--- src/rtl/ccr_stack_if.sv ---
// ============================================================================
// Module      : ccr_stack_if
// Description : Bundle of the condition-code register's ALU-side flag write
//               port, the interrupt controller's push/pop strobes, and the
//               status outputs read by the branch unit.
// Revision    : 1.0 - initial release
// ============================================================================
`default_nettype none

interface ccr_stack_if #(
    parameter int NFLAGS = 4,
    parameter int DEPTH  = 4,
    parameter int LW     = $clog2(DEPTH + 1)
);
    logic [NFLAGS-1:0] flags_in;
    logic [NFLAGS-1:0] flag_en;
    logic              push;
    logic              pop;
    logic              err_clr;
    logic [NFLAGS-1:0] flags_out;
    logic [LW-1:0]     level;
    logic              stack_full;
    logic              stack_empty;
    logic              ovf_err;
    logic              unf_err;

    // Driver side: ALU and interrupt controller
    modport master (
        output flags_in, flag_en, push, pop, err_clr,
        input  flags_out, level, stack_full, stack_empty, ovf_err, unf_err
    );

    // Register side: the condition-code stack itself
    modport slave (
        input  flags_in, flag_en, push, pop, err_clr,
        output flags_out, level, stack_full, stack_empty, ovf_err, unf_err
    );
endinterface

`default_nettype wire

--- src/rtl/ccr_stack.sv ---
// ============================================================================
// Module      : ccr_stack
// Description : Condition-code register with a LIFO context stack for nested
//               interrupts. Push saves the active flag bank and hands the
//               handler a clean bank; pop restores the saved bank.
//               Build option CCR_FWD_EN: when defined, flags_out is the
//               combinational next value (same-cycle ALU writes forwarded);
//               otherwise flags_out is the registered active bank.
// Revision    : 1.0 - initial release
// ============================================================================
`default_nettype none

module ccr_stack #(
    parameter int NFLAGS = 4,
    parameter int DEPTH  = 4,
    parameter int LW     = $clog2(DEPTH + 1)
) (
    input  wire logic clk,
    input  wire logic rst,
    ccr_stack_if.slave bus
);

    logic [NFLAGS-1:0] act;
    logic [NFLAGS-1:0] act_nxt;
    logic [NFLAGS-1:0] merged;
    logic [NFLAGS-1:0] top;
    logic [NFLAGS-1:0] stack [DEPTH];
    logic [LW-1:0]     level;
    logic              full;
    logic              empty;
    logic              push_ok;
    logic              pop_ok;
    logic              ovf_evt;
    logic              unf_evt;
    logic              ovf_err;
    logic              unf_err;

    // Per-flag merge of ALU writes over the active bank, plus stack status
    always_comb begin
        merged  = (bus.flag_en & bus.flags_in) | (~bus.flag_en & act);
        full    = (level == LW'(DEPTH));
        empty   = (level == '0);
        // Simultaneous push and pop cancel into an ordinary cycle
        push_ok = bus.push & ~bus.pop & ~full;
        pop_ok  = bus.pop & ~bus.push & ~empty;
        ovf_evt = bus.push & ~bus.pop & full;
        unf_evt = bus.pop & ~bus.push & empty;
    end

    // Most recently saved context, i.e. the entry at level-1
    always_comb begin
        top = '0;
        for (int i = 0; i < DEPTH; i++) begin
            if (level == LW'(i + 1)) begin
                top = stack[i];
            end
        end
    end

    // Next active bank: cleared on interrupt entry, restored on return,
    // otherwise the merged value (also on rejected push/pop)
    always_comb begin
        act_nxt = merged;
        if (push_ok) begin
            act_nxt = '0;
        end else if (pop_ok) begin
            act_nxt = top;
        end
    end

    // Active bank, depth counter and sticky error flags
    always_ff @(posedge clk or negedge rst) begin
        if (!rst) begin
            act     <= '0;
            level   <= '0;
            ovf_err <= 1'b0;
            unf_err <= 1'b0;
        end else begin
            act <= act_nxt;
            if (push_ok) begin
                level <= level + LW'(1);
            end else if (pop_ok) begin
                level <= level - LW'(1);
            end
            // A new error in the same cycle as err_clr must survive
            if (ovf_evt) begin
                ovf_err <= 1'b1;
            end else if (bus.err_clr) begin
                ovf_err <= 1'b0;
            end
            if (unf_evt) begin
                unf_err <= 1'b1;
            end else if (bus.err_clr) begin
                unf_err <= 1'b0;
            end
        end
    end

    // Context storage: the merged value, including this cycle's writes,
    // belongs to the interrupted context and lands in slot [level]
    always_ff @(posedge clk or negedge rst) begin
        if (!rst) begin
            for (int i = 0; i < DEPTH; i++) begin
                stack[i] <= '0;
            end
        end else begin
            for (int i = 0; i < DEPTH; i++) begin
                if (push_ok && (level == LW'(i))) begin
                    stack[i] <= merged;
                end
            end
        end
    end

    // Output drive; forwarding build exposes the next value combinationally
    always_comb begin
`ifdef CCR_FWD_EN
        bus.flags_out = pop_ok ? top : merged;
`else
        bus.flags_out = act;
`endif
        bus.level       = level;
        bus.stack_full  = full;
        bus.stack_empty = empty;
        bus.ovf_err     = ovf_err;
        bus.unf_err     = unf_err;
    end

endmodule

`default_nettype wire

--- src/flat_wrapper.sv ---
// flat-port wrapper written by rule: the top's interface ports become plain ports
module ccr_stack_flat 
#(
    parameter int NFLAGS = 4,
    parameter int DEPTH  = 4,
    parameter int LW     = $clog2(DEPTH + 1)
)
  (clk, rst, bus_flags_in, bus_flag_en, bus_push, bus_pop, bus_err_clr, bus_flags_out, bus_level, bus_stack_full, bus_stack_empty, bus_ovf_err, bus_unf_err);
  ccr_stack_if #(.NFLAGS(NFLAGS), .DEPTH(DEPTH), .LW(LW)) bus_i ();
  input  wire logic clk;
  input  wire logic rst;
  input wire logic [$bits(bus_i.flags_in)-1:0] bus_flags_in;
  input wire logic [$bits(bus_i.flag_en)-1:0] bus_flag_en;
  input wire logic [$bits(bus_i.push)-1:0] bus_push;
  input wire logic [$bits(bus_i.pop)-1:0] bus_pop;
  input wire logic [$bits(bus_i.err_clr)-1:0] bus_err_clr;
  output wire logic [$bits(bus_i.flags_out)-1:0] bus_flags_out;
  output wire logic [$bits(bus_i.level)-1:0] bus_level;
  output wire logic [$bits(bus_i.stack_full)-1:0] bus_stack_full;
  output wire logic [$bits(bus_i.stack_empty)-1:0] bus_stack_empty;
  output wire logic [$bits(bus_i.ovf_err)-1:0] bus_ovf_err;
  output wire logic [$bits(bus_i.unf_err)-1:0] bus_unf_err;
  assign bus_i.flags_in = bus_flags_in;
  assign bus_i.flag_en = bus_flag_en;
  assign bus_i.push = bus_push;
  assign bus_i.pop = bus_pop;
  assign bus_i.err_clr = bus_err_clr;
  assign bus_flags_out = bus_i.flags_out;
  assign bus_level = bus_i.level;
  assign bus_stack_full = bus_i.stack_full;
  assign bus_stack_empty = bus_i.stack_empty;
  assign bus_ovf_err = bus_i.ovf_err;
  assign bus_unf_err = bus_i.unf_err;
  ccr_stack #(.NFLAGS(NFLAGS), .DEPTH(DEPTH), .LW(LW)) u_core (.clk(clk), .rst(rst), .bus(bus_i));
endmodule
--- config.mk ---
export PLATFORM = sky130hd
export DESIGN_NAME = ccr_stack_flat
export DESIGN_NICKNAME = d
export VERILOG_FILES = /design/src/rtl/ccr_stack_if.sv /design/src/rtl/ccr_stack.sv /design/src/flat_wrapper.sv
export SDC_FILE = /design/constraint.sdc
export NUM_CORES = 1
export LEC_CHECK = 0
export BUFFER_PORTS_ARGS = -buffer_cell sky130_fd_sc_hd__buf_2
export CORE_MARGIN = 2
export CORE_UTILIZATION = 40
export CTS_BUF_LIST = sky130_fd_sc_hd__clkbuf_2
export DETAILED_ROUTE_END_ITERATION = 8
export SLEW_MARGIN = 20
export SYNTH_ARGS = -nofsm -noshare
export SYNTH_HDL_FRONTEND = slang
export SYNTH_SLANG_ARGS = --single-unit
--- constraint.sdc ---
create_clock -name clk -period 1.99 [get_ports clk]
set_input_delay 0.199 -clock clk [delete_from_list [all_inputs] [get_ports clk]]
set_output_delay 0.199 -clock clk [all_outputs]
set_load 0.005 [all_outputs]
==> flow_summary.toml, run 1 <==
[route]
drt_first_iter_violations = 13
remaining_drc_errors = 0
drt_pre_antenna_iters = 4
dr_total_vias = 1058
route.detailed.vias_per_inst = 5.16
final_ant_viol_nets = 0
postRouteWirelength_um = 2930
routed_length_per_placed_instance_um = 14.3

[pwr]
netSwitchingFraction_pct = 41.3
seqPwrFrac_pct = 46.6
internal_power_mw = 1.12
power_frac_clock_pct = 11.0
worst_ir_drop_vdd_v = 0.000772
power-per-cell-area_mw_per_mm2 = 1310
power.combinational.fraction_pct = 42.4
static-leakage-power_nw = 0.701
power_switching_mw = 0.784

[sta]
final_critical_path_setup_slack_ns = 0.185
worst_clock_skew_ns = 0.00806
grt_setup_unrepaired = "false"
worst_hold_slack_ns = 0.122
fin_crit_ns = 1.80
final.setup.tns_ns = 0
worst_pin_slew_ns = 0.539
maxClockFrequency_mhz = 554
hold_viol_final = 0
pins_over_slew_limit = 0
setup-violations-final = 0
min_period_over_period_pct = 90.7
slew_headroom_pct = 63.0

[clock_tree]
tritoncts = "built"
htree_levels = 1
cts_root_buffer = "clkbuf_2"
clock_path_buffers = 2
latest_clock_arrival_within_the_worst_skew_pair_ns = 0.36
cts_num_sinks = 25
worst_setup_hold_path_clk_slew_ns = 0.25
num_cts_buffers = 3

[layout]
stdcell_count = 205
diodes = 0
multi_input_area_um2 = 593
seqCellArea_um2 = 626
layout-area-overhead-vs-synth_pct = 15.3
final_cell_area_mm2 = 0.00146
layout_cells_sized_above_1_pct = 19.9
layout.nets = 181
layout.filler_cells = 307

[worst_setup_path]
critical_path.reg2reg.endpoint = "u_core.bus.flags_out[1]"
critPathMaxStageDelay_ns = 0.48
critical_path_required_ns = 1.79
crit_path_max_fanout = 9
crit_path_end_kind = "output port"
critical-path-slowest-cell = "dfrtp_1"
crit_path_cell_trace = "inv_1 -> ha_4 -> nand2b_1 -> inv_1 -> buf_2"
category_of_the_most_critical_setup_path = "reg2out"
critPathCapture = "bus_stack_empty"
rr_startpoint = "u_core.bus.level[1]"
worstPathBufferInverterCount = 3
setup.worst_path.start = "u_core.bus.level[0]"
critPathArrivalTime_ns = 1.61
reg2reg_setup_slack_ns = 0.31
setup.worst_path.start_class = "flip-flop"
timing.reg2reg.worst_path_depth = 6
kind_of_cell_with_the_highest_combined_delay_on_the_critical_path = "flip-flops"
critPathMostFrequentCell = "inv_1"
critical_path_depth = 5

[min_path]
worst_hold_startpoint = "bus_push"
hold_path_depth = 3
hold_class = "in2reg"

[placed_design]
dpl.cell_count = 199
dp_hpwl_um = 2180
placedInstanceArea_mm2 = 0.00140
gp_routability_congestion = 0.784
post-place-ws_ns = 0.266
io_buffers = 23

[yosys]
synth.cell_area_mm2 = 0.00126
synth.ff_latch_count = 25
synth.yosys.warnings = 0
synth_seq_area_share_pct = 49.6
synthesis.area_per_instance_um2 = 9.28
ys_types = 25
synth.net_count = 155
syn_inst = 136

[die]
core_region_area_mm2 = 0.00303
design.portCount = 24
die_height_um = 60.2
fp.dieW_um = 60.2
fp-row-count = 20
start_util_pct = 41.7
floorplan.die_area_mm2 = 0.00362

[run]
cap_violations = 0

[grt]
global_route.usage.total_pct = 18.6
number_of_global_route_vias_before_repair = 1038
grt_start_max_net_pins = 26
grt-ovfl-total = 0
first_pass_grt_wire_length_um = 4860
grt_antenna_before_repair = 0

[outcome]
status = "complete, no violations"
[repair_timing]
item,4_1_cts,5_1_grt
hold buffers,2,0
hold endpoints to repair,26,0
endpoints found under the setup margin,0,2
resized for setup,0,2
buffers inserted,0,0
[power groups by stage]
| stage | Clock [mW] | Combinational (mW) | Sequential, mW |
|---|---|---|---|
| 3_3_place_gp | 0 | 0.730 | 0.884 |
| 3_5_place_dp | 0 | 0.774 | 0.895 |
| 5_1_grt | 0.234 | 0.930 | 0.915 |
| 2_1_floorplan | 0 | 0.539 | 0.857 |
| 4_1_cts | 0.210 | 0.778 | 0.886 |
| 6_report | 0.209 | 0.806 | 0.885 |
[placed cells by master, fill, tap and decap left out]
cell type	count
o21ai_0	13
and3_1	4
and2b_1	1
a21oi_1	15
nor2b_1	1
a21boi_2	1
xnor2_1	2
inv_1	6
buf_2	23
inv_2	1
and2_1	2
nor2_1	13
mux2i_1	5
nand2_1	26
nand2b_1	2
dfrtp_1	25
a221oi_2	1
o22ai_1	1
ha_1	5
clkbuf_2	3
dlygate4sd3_1	2
a221oi_1	4
ha_4	1
nor3b_1	1
nand3_1	1
and2_2	1
clkinv_2	1
[cell type report]
class | instances | area share, %
repair buffers | 25 | 9.29
inverters | 7 | 1.81
clock buffers | 3 | 1.03
flip-flops and latches | 25 | 43.0
multi-input cells | 100 | 40.8
clock inverters | 1 | 0.344
well taps | 44 | 3.78
[sequential cells by signal, indices dropped and copies added (netlist names)]
signal	cells
u_core.bus.flags_out	4
u_core.bus.level	3
u_core.bus.ovf_err	1
u_core.bus.unf_err	1
u_core.stack	16
[synthesized netlist by cell type (all sizes together)]
cell / n / area, um2
o21ai: 13 / 65.1
a21oi: 15 / 75.1
a221oi: 5 / 50.0
nor2: 13 / 48.8
and2: 3 / 20.0
xnor2: 2 / 17.5
nand2b: 2 / 12.5
a21boi: 1 / 11.3
and2b: 1 / 7.51
nor3b: 1 / 7.51
inv: 7 / 26.3
clkbuf: 1 / 3.75
nor2b: 1 / 6.26
nand2: 26 / 97.6
mux2i: 5 / 50.1
dfrtp: 25 / 626
and3: 4 / 25.0
nand3: 1 / 5.00
buf: 3 / 26.3
o22ai: 1 / 6.26
ha: 6 / 75.1
[logic make-up (layout without fill, tap and decap cells)]
group	count (synthesis)	after routing	synth area share, %
xor gates and xnor gates	2	2	1.39
DFF	25	25	49.6
and+or+nand+nor	52	52	18.2
muxes	5	5	3.96
buffers and inverters	11	36	4.46
adders and majority gates	6	6	5.95
AOI/OAI and AO/OA	35	35	16.5
[worst min path at each step]
| stage | slack [ns] | endpoint |
|---|---|---|
| CTS | 0.12 | u_core.bus.ovf_err |
| global placement | 0.21 | u_core.stack[1] |
| finish | 0.12 | u_core.bus.ovf_err |
| detailed placement | 0.23 | u_core.stack[5] |
| global route | 0.09 | u_core.bus.ovf_err |
| floorplan | -0.1 | u_core.bus.flags_out[0] |
[routing by layer]
layer  global-route usage [%]  vias to the layer above  share of wire, %
met1                     23.0                      496                45
met4                     10.5                        0               3.0
met3                     3.03                       11               4.0
met2                     30.6                       41                48
met5                        0                        -                 0
li1                         -                      510                 -
[per-stage QoR]
stage          total power, mW  utilization, %
5_1_grt                   2.08            48.1
3_3_place_gp              1.61            46.3
3_5_place_dp              1.67            46.3
4_1_cts                   1.87            47.6
2_1_floorplan             1.40               -
6_report                  1.90            48.1
[tightest hold or removal path, cell delays in order]
cell      delay [ns]
buf_2           0.11
nand2b_1        0.09
o22ai_1         0.07
Power figures use the tool's default switching activity.
==> inputs of run 2 (changes only) <==
--- a/config.mk
+++ b/config.mk
@@ -5,11 +5,11 @@
 export SDC_FILE = /design/constraint.sdc
 export NUM_CORES = 1
 export LEC_CHECK = 0
-export BUFFER_PORTS_ARGS = -buffer_cell sky130_fd_sc_hd__buf_2
 export CORE_MARGIN = 2
 export CORE_UTILIZATION = 40
 export CTS_BUF_LIST = sky130_fd_sc_hd__clkbuf_2
 export DETAILED_ROUTE_END_ITERATION = 8
+export DONT_BUFFER_PORTS = 1
 export SLEW_MARGIN = 20
 export SYNTH_ARGS = -nofsm -noshare
 export SYNTH_HDL_FRONTEND = slang
==> run 2 against run 1 <==
  * Critical path depth is 1 higher
  * Final cell count decreased by 10%
  * Register-to-register slack got worse by 0.05 ns
  * Cell area fell by 6.5%
  * Count of clock-buffer cells in the layout rose by 1
  * Setup slack better by 0.080 ns
==> flow_summary.toml, run 2 (same netlist as run 1, synthesis figures left out) <==
[sta]
fin_crit_ns = 1.73
setup-violations-final = 0
worst_hold_slack_ns = 0.0467
worst_clock_skew_ns = 0.00147
final_critical_path_setup_slack_ns = 0.265
slew_headroom_pct = 62.1
grt_setup_unrepaired = "false"
worst_pin_slew_ns = 0.553
maxClockFrequency_mhz = 580
min_period_over_period_pct = 86.7
final.setup.tns_ns = 0
hold_viol_final = 0
pins_over_slew_limit = 0

[worst_setup_path]
kind_of_cell_with_the_highest_combined_delay_on_the_critical_path = "compound AO/OA/AOI/OAI gates"
critical_path_required_ns = 2.24
crit_path_cell_trace = "ha_1 -> ha_1 -> a21boi_2 -> nand2_1 -> and3_1 -> a221oi_1"
worstPathBufferInverterCount = 0
critPathMostFrequentCell = "ha_1"
category_of_the_most_critical_setup_path = "reg2reg"
critical-path-slowest-cell = "dfrtp_1"
crit_path_max_fanout = 6
critPathArrivalTime_ns = 1.98
crit_path_end_kind = "flip-flop"
critPathMaxStageDelay_ns = 0.50
setup.worst_path.start_class = "flip-flop"

[clock_tree]
num_cts_buffers = 3
clock_path_buffers = 2
tritoncts = "built"
worst_setup_hold_path_clk_slew_ns = 0.22
cts_root_buffer = "clkbuf_2"
latest_clock_arrival_within_the_worst_skew_pair_ns = 0.33
htree_levels = 1
cts.repair_timing.setup_buffer_count = 0
cts_num_sinks = 25

[route]
dr_total_vias = 926
routed_length_per_placed_instance_um = 14.1
final_ant_viol_nets = 0
drt_first_iter_violations = 11
postRouteWirelength_um = 2590
route.detailed.vias_per_inst = 5.03
drt_pre_antenna_iters = 4
remaining_drc_errors = 0

[grt]
met1_usage_pct = 21.8
global_route.usage.met3_pct = 3.25
grt-ovfl-total = 0
first_pass_grt_wire_length_um = 4310
number_of_global_route_vias_before_repair = 938
grt_util_met2_pct = 25.5
grt_start_max_net_pins = 26
grt_antenna_before_repair = 0
global_route.usage.total_pct = 16.4
busiest_layer_in_global_routing = "met2"

[layout]
layout.cells.most_common = "nand2_1"
layout.nets = 160
largest_register_ff_count = 16
layout-area-overhead-vs-synth_pct = 7.73
regMostFlops = "u_core.stack"
fin_util_pct = 44.9
layout_cells_sized_above_1_pct = 7.14
diodes = 0
most-common-layout-cells = "nand2_1, dfrtp_1, a21oi_1, o21ai_0, nor2_1"
layout.filler_cells = 320

[die]
start_util_pct = 41.7
fp.dieW_um = 60.2
design.portCount = 24
core_region_area_mm2 = 0.00303
floorplan.die_area_mm2 = 0.00362
die_height_um = 60.2
fp-row-count = 20

[outcome]
status = "complete, no violations"

[min_path]
hold_class = "in2reg"

[pwr]
worst_ir_drop_vdd_v = 0.000559
static-leakage-power_nw = 0.616
power-per-cell-area_mw_per_mm2 = 1310

[run]
cap_violations = 0

[placed_design]
io_buffers = 0
dp_hpwl_um = 1940
gp_routability_congestion = 0.836
post-place-ws_ns = 0.256
run 2: changes by cell type in the layout (fill, tap and decap cells not counted), sizes merged:
cell and change:
dlygate4sd3 +1, buf -22, clkinv -1, clkbuf +1
run 2: path summary, 6_finish.rpt:
kind,startpoint,end,slack [ns],cells after the start
max,u_core.bus.level[1],u_core.bus.flags_out[0],0.26,6
min,bus_pop,u_core.bus.ovf_err,0.05,2
max reg2reg,u_core.bus.level[1],u_core.bus.flags_out[0],0.26,6
min reg2reg,u_core.stack[2],u_core.stack[2],0.52,2
max in group asynchronous,rst,u_core.bus.level[1],1.60,2
min in group asynchronous,rst,u_core.stack[5],0.25,2
run 2: stage by stage:
stage / instances / power, mW / area [um2]
final: 184 / 1.78 / 1360
after CTS: 183 / 1.79 / 1350
after detailed placement: 176 / 1.57 / 1290
after global placement: 176 / 1.53 / 1290
after floorplan: 136 / 1.40 / 1260
after global routing: 184 / 1.95 / 1360
run 2: power by group:
group	leakage (nW)	internal, mW	switching (mW)
Clock	0.0166	0.0531	0.147
Combinational	0.296	0.281	0.402
Sequential	0.303	0.724	0.169
Total	0.616	1.06	0.717
run 2: routing by layer:
| layer | vias to the layer above | part of all wire (%) |
|---|---|---|
| li1 | 467 | - |
| met1 | 427 | 47 |
| met2 | 28 | 46 |
| met3 | 4 | 5.4 |
| met4 | 0 | 1.6 |
| met5 | - | 0 |
run 2: cell type report:
cell class / instances / area (um2) / share of cell area, %
multi-input cells: 100 / 583 / 42.9
flip-flops and latches: 25 / 626 / 46.0
well taps: 44 / 55.1 / 4.05
clock buffers: 4 / 20.0 / 1.47
inverters: 7 / 26.3 / 1.93
repair buffers: 4 / 50.0 / 3.68
run 2: worst register-to-register path, stage by stage, from the launching register on:
cell      delay (ns)
dfrtp_1         0.50
ha_1            0.22
ha_1            0.17
a21boi_2        0.24
nand2_1         0.08
and3_1          0.17
a221oi_1        0.27
run 2: what timing repair did:
item | in CTS | in global routing
hold buffers | 3 | 1
endpoints found under the setup margin | 0 | 1
resized for setup | 0 | 1
hold endpoints to repair | 27 | 1
